[src/rtl/sample_framer_pkg.sv]
// Shared types and header layout for the sample framer.
// The header word carries magic, drop flag, sequence number and frame length.
package sample_framer_pkg;

  localparam logic [7:0] HDR_MAGIC      = 8'hA5;
  localparam int         HDR_MAGIC_LSB  = 24;
  localparam int         HDR_DROP_BIT   = 23;
  localparam int         HDR_SEQ_LSB    = 8;
  localparam int         HDR_LEN_LSB    = 0;

  typedef enum logic [1:0] {IDLE, HEADER, PAYLOAD} framer_state_t;

  function automatic logic [31:0] make_header(input logic       drop,
                                              input logic [7:0] seq,
                                              input logic [7:0] len);
    logic [31:0] h;
    h = '0;
    h[HDR_MAGIC_LSB +: 8] = HDR_MAGIC;
    h[HDR_DROP_BIT]       = drop;
    h[HDR_SEQ_LSB +: 8]   = seq;
    h[HDR_LEN_LSB +: 8]   = len;
    return h;
  endfunction

endpackage

[src/rtl/sample_framer_fifo.sv]
// Single-clock show-ahead FIFO: the head entry is always visible on dout.
// Fullness is judged before any same-cycle pop, so a push into a full FIFO is refused.
module sync_fifo #(
  parameter int DW         = 24,
  parameter int FIFO_DEPTH = 64
) (
  input  logic                          clk,
  input  logic                          rst_n,
  input  logic                          push,
  input  logic [DW-1:0]                 din,
  input  logic                          pop,
  output logic [DW-1:0]                 dout,
  output logic                          full,
  output logic                          empty,
  output logic [$clog2(FIFO_DEPTH):0]   level
);

  localparam int              AW      = $clog2(FIFO_DEPTH);
  localparam logic [AW:0]     DEPTH_L = (AW+1)'(FIFO_DEPTH);

  logic [DW-1:0] mem [FIFO_DEPTH];
  logic [AW-1:0] wr_ptr;
  logic [AW-1:0] rd_ptr;
  logic          do_push;
  logic          do_pop;

  assign full    = (level == DEPTH_L);
  assign empty   = (level == '0);
  assign do_push = push && !full;
  assign do_pop  = pop && !empty;
  assign dout    = mem[rd_ptr];

  always_ff @(posedge clk) begin
    if (do_push) mem[wr_ptr] <= din;
  end

  always_ff @(posedge clk or negedge rst_n) begin
    if (!rst_n) begin
      wr_ptr <= '0;
      rd_ptr <= '0;
      level  <= '0;
    end else begin
      if (do_push) wr_ptr <= wr_ptr + 1'b1;
      if (do_pop)  rd_ptr <= rd_ptr + 1'b1;
      case ({do_push, do_pop})
        2'b10:   level <= level + 1'b1;
        2'b01:   level <= level - 1'b1;
        default: level <= level;
      endcase
    end
  end

endmodule

[src/rtl/sample_framer.sv]
// Packs decimated samples into AXI-stream frames: one header word, then FRAME_LEN
// sign-extended sample words. Samples arriving while the FIFO is full are dropped and flagged.
module sample_framer
  import sample_framer_pkg::*;
#(
  parameter  int DW         = 24,
  parameter  int FRAME_LEN  = 16,
  parameter  int FIFO_DEPTH = 64,
  localparam int AW         = $clog2(FIFO_DEPTH)
) (
  input  logic          clk,
  input  logic          rst_n,
  input  logic          valid_i,
  input  logic [DW-1:0] data_i,
  input  logic          clear_i,
  output logic          m_valid,
  input  logic          m_ready,
  output logic [31:0]   m_data,
  output logic          m_last,
  output logic          overflow,
  output logic [AW:0]   fifo_level
);

  localparam logic [AW:0] LEN_LVL  = (AW+1)'(FRAME_LEN);
  localparam logic [7:0]  LEN_BYTE = 8'(FRAME_LEN);
  localparam logic [7:0]  LAST_CNT = 8'(FRAME_LEN - 1);

  framer_state_t state;
  logic [7:0]    seq;
  logic [7:0]    beat_cnt;
  logic          drop_flag;
  logic          drop;
  logic          full;
  logic          empty;
  logic          pop;
  logic          hdr_load;
  logic [DW-1:0] head;
  logic [31:0]   head_ext;

  sync_fifo #(.DW(DW), .FIFO_DEPTH(FIFO_DEPTH)) u_fifo (
    .clk   (clk),
    .rst_n (rst_n),
    .push  (valid_i),
    .din   (data_i),
    .pop   (pop),
    .dout  (head),
    .full  (full),
    .empty (empty),
    .level (fifo_level)
  );

  assign drop     = valid_i && full;
  assign head_ext = 32'($signed(head));
  assign hdr_load = (state == IDLE) && (fifo_level >= LEN_LVL);

  // A pop accompanies every payload load into the output register.
  always_comb begin
    pop = 1'b0;
    if (m_ready && !empty) begin
      if (state == HEADER)                 pop = 1'b1;
      if (state == PAYLOAD && !m_last)     pop = 1'b1;
    end
  end

  always_ff @(posedge clk or negedge rst_n) begin
    if (!rst_n) begin
      overflow  <= 1'b0;
      drop_flag <= 1'b0;
    end else begin
      if (drop)         overflow <= 1'b1;
      else if (clear_i) overflow <= 1'b0;
      if (hdr_load)     drop_flag <= drop;
      else if (drop)    drop_flag <= 1'b1;
    end
  end

  always_ff @(posedge clk or negedge rst_n) begin
    if (!rst_n) begin
      state    <= IDLE;
      m_valid  <= 1'b0;
      m_last   <= 1'b0;
      m_data   <= '0;
      seq      <= '0;
      beat_cnt <= '0;
    end else begin
      case (state)
        IDLE: begin
          if (hdr_load) begin
            state   <= HEADER;
            m_valid <= 1'b1;
            m_last  <= 1'b0;
            m_data  <= make_header(drop_flag, seq, LEN_BYTE);
          end
        end
        HEADER: begin
          if (m_ready) begin
            state    <= PAYLOAD;
            m_data   <= head_ext;
            m_last   <= (FRAME_LEN == 1);
            beat_cnt <= 8'd1;
          end
        end
        PAYLOAD: begin
          if (m_ready) begin
            if (m_last) begin
              state   <= IDLE;
              m_valid <= 1'b0;
              m_last  <= 1'b0;
              seq     <= seq + 8'd1;
            end else begin
              m_data   <= head_ext;
              beat_cnt <= beat_cnt + 8'd1;
              m_last   <= (beat_cnt == LAST_CNT);
            end
          end
        end
        default: state <= IDLE;
      endcase
    end
  end

endmodule
[config.mk]
export PLATFORM = sky130hd
export DESIGN_NAME = sample_framer
export DESIGN_NICKNAME = d
export VERILOG_FILES = /design/src/rtl/sample_framer_pkg.sv /design/src/rtl/sample_framer_fifo.sv /design/src/rtl/sample_framer.sv
export SDC_FILE = /design/constraint.sdc
export NUM_CORES = 2
export LEC_CHECK = 0
export ABC_AREA = 1
export CAP_MARGIN = 20
export CORE_MARGIN = 5
export CORE_UTILIZATION = 35
export DETAILED_ROUTE_END_ITERATION = 8
export PLACE_DENSITY = 0.61
export SLEW_MARGIN = 20
export SYNTH_ARGS = -nofsm -noshare
export SYNTH_HDL_FRONTEND = slang
export SYNTH_HIERARCHICAL = 1
export SYNTH_SLANG_ARGS = --single-unit
export TNS_END_PERCENT = 50
[constraint.sdc]
create_clock -name clk -period 6.1 [get_ports clk]
set_input_delay 0.915 -clock clk [delete_from_list [all_inputs] [get_ports clk]]
set_output_delay 0.915 -clock clk [all_outputs]
set_load 0.1 [all_outputs]
==> results.toml <==
[setup_path]
crit_chain = "inv_8, buf_4, nand2_1, nand3_1, a21oi_1, nor2_1, nand2_1, nand3_1, nand2_1, nand2_1, nand2_1, nand2_1, nand2_1"
worst-path-buf-inv = 2
crit_slowest_cell = "dfrtp_4"
critPathMaxStageDelay_ps = 790
critPathKind = "register to register"
critPathLaunchType = "register"
critPathMostFrequentCell = "nand2_1"
worst-path-max-fanout = 109
cp-end-kind = "register"
r2r_setup_slack_ps = 2070
required_ps = 6780
worstPathArrival_ps = 4710
critical_path.top_delay_family = "buffers and inverters"

[synth]
yosys_warnings = 6
synth_seq_cells = 1603
netlist_top_cells_area = "edfxtp_1 68%, nand2_1 12%, nand3_1 6.3%"
synth_most_common_cell = "nand2_1"
synth_nets = 6258
synth_top_area_cell = "edfxtp_1"
syn-mean-instance-area_sq_um = 10.9
synthFlopType = "edfxtp_1"
synth-async-reset-ratio_pct = 4.18
syn-cell-area_sq_mm = 0.0675
syn_inst = 6213
synth.distinct_cells = 40
ys_top_cells_by_count = "2229 x nand2_1, 1536 x edfxtp_1, 849 x nand3_1"
synth_top_area_share_pct = 68.3
synth_edf_count = 1536
seq_area_frac_synth_pct = 70.8

[clock_tree]
cts_hold_buf = 0
postCtsSetupBuffers = 0
cts_root_buffer = "clkbuf_16"
cts_htree_levels = 4
cts_sinks = 1603
path_clk_slew_ps = 60
cts_tree = "built"
cts_resized = 0
clk_latency_ps = 800
clockBufferDepth = 3
numCtsBuffers = 168

[detailed_routing]
detail-route-antenna-nets = 0
post_drt_wl_per_cell_microns = 21.0
routed_wl_mm = 187
drc = 0
detail_route.first_pass.iterations = 6
drtIter0Drc = 5062
viasPerCell = 5.01
vias = 44673

[placement]
dpl-instance-area_sq_mm = 0.0709
hpwl_mm = 106
gp_congestion = 0.825
io_buffers = 70

[final_layout]
regArea_sq_mm = 0.0478
drive_gt1_share_pct = 7.64
layout.nets = 6303
multi_input_area_sq_mm = 0.0161
fillCellCount = 18221
finalInstanceArea_sq_mm = 0.0763
areaGrowthSynthToFinish_pct = 13.1

[timing]
timing.slew.headroom_pct = 23.5
max_freq_ghz = 0.248
finClkSkew_ps = 63.4
fin_crit_ps = 4030
setup_viol = 0
hold_violations = 0
slew_viol_final = 0
worst_pin_slew_ps = 1150
period_share_pct = 66.0
rsz0062_at_grt = "false"
tns_ps = 0

[global_routing]
grt_remaining_overflow = 0
grt_pass1_vias = 42668
grt_pass1_wl_mm = 279
track_usage_pct = 18.2
grt_max_degree = 191
antenna_found_initial = 5

[die]
die_w_microns = 449
core_area_sq_mm = 0.192
dieArea_sq_mm = 0.202
fp-row-count = 161
initial_core_util_pct = 35.1
die_h_microns = 449
io_pins = 71

[power_and_ir_drop]
vdd_drop_max_uv = 532
p_leak_nw = 29.4
pwr_density_cell_mw_per_mm2 = 462

[hold_path]
hold_class = "input port to async pin"

[job]
drv_cap = 0

[status]
status = "completed"
## stage by stage
| stage | util [%] | hold slack, ps | instances | setup slack [ps] | total power [mW] |
|---|---|---|---|---|---|
| finish | 39.7 | 22.9 | 8925 | 2070 | 35.3 |
| global route | 39.7 | 4.84 | 8924 | 1870 | 37.2 |
| CTS | 39.7 | 274 | 8922 | 2160 | 35.5 |
| detailed placement | 36.9 | 460 | 8613 | 1850 | 25.6 |
| global placement | 36.9 | 462 | 8611 | 1480 | 25.5 |
| floorplan | - | 462 | 6213 | 2080 | 21.3 |
## cell type report
type / count / area share (%)
inverter: 542 / 2.70
clock buffer: 213 / 5.73
sequential: 1603 / 62.6
multi-input combinational: 3729 / 21.1
timing repair buffer: 214 / 2.37
antenna: 2 / 0.00656
clock inverter: 96 / 1.29
tap: 2526 / 4.14
## power by group
| group | leakage (nW) | total (mW) | switching [mW] | internal [mW] |
|---|---|---|---|---|
| Clock | 2.58 | 9.88 | 4.35 | 5.53 |
| Sequential | 14.7 | 12.9 | 0.331 | 12.6 |
| Combinational | 12.2 | 12.5 | 9.41 | 3.08 |
## flip-flops by register name (all words and copies together) (netlist names)
name / cells
state: 2
u_fifo/level: 7
overflow: 1
u_fifo/rd_ptr: 6
beat_cnt: 8
m_last: 1
drop_flag: 1
u_fifo/mem: 1536
m_data: 26
seq: 8
m_valid: 1
u_fifo/wr_ptr: 6
## routing by layer
layer | GRT usage, % | wire length (microns) | vias to the layer above
li1 | - | - | 20865
met2 | 29.2 | 87800 | 1741
met1 | 24.9 | 77400 | 21774
met5 | 0 | 0 | -
met3 | 2.47 | 13900 | 293
met4 | 7.61 | 8310 | 0
## cells in the final DEF, fill, tap and decap left out, types with 60 or more instances in the layout
master and count:
nand3_1 849, nor2_1 262, nand2_1 2228, buf_4 137, nor2_2 60, dfrtp_1 63
a21oi_1 103, inv_1 532, o211ai_1 72, edfxtp_1 1536, clkbuf_16 168
## kinds of logic (layout without fill, tap and decap cells)
family / Yosys count / after routing / share of synthesized area, %
AO/OA/AOI/OAI: 262 / 262 / 2.23
XOR/XNOR: 18 / 18 / 0.234
other: 0 / 2 / 0
flip-flops: 1603 / 1603 / 70.8
adder cells (fa/ha/maj): 16 / 16 / 0.308
AND/OR/NAND/NOR: 3433 / 3433 / 20.8
buffers and inverters: 881 / 1065 / 5.57
## path summary, 6_finish.rpt
| path | startpoint | to | cells after the start |
|---|---|---|---|
| max | u_fifo/rd_ptr[0] | m_data[11] | 13 |
| min | rst_n | u_fifo/level[0] | 1 |
| max reg2reg | u_fifo/rd_ptr[0] | m_data[11] | 13 |
| min reg2reg | m_data[12] | m_data[12] | 2 |
| max in group asynchronous | rst_n | m_data[21] | 2 |
| min in group clk | m_data[12] | m_data[12] | 2 |
Note: power is estimated with default switching activity, not from simulation.
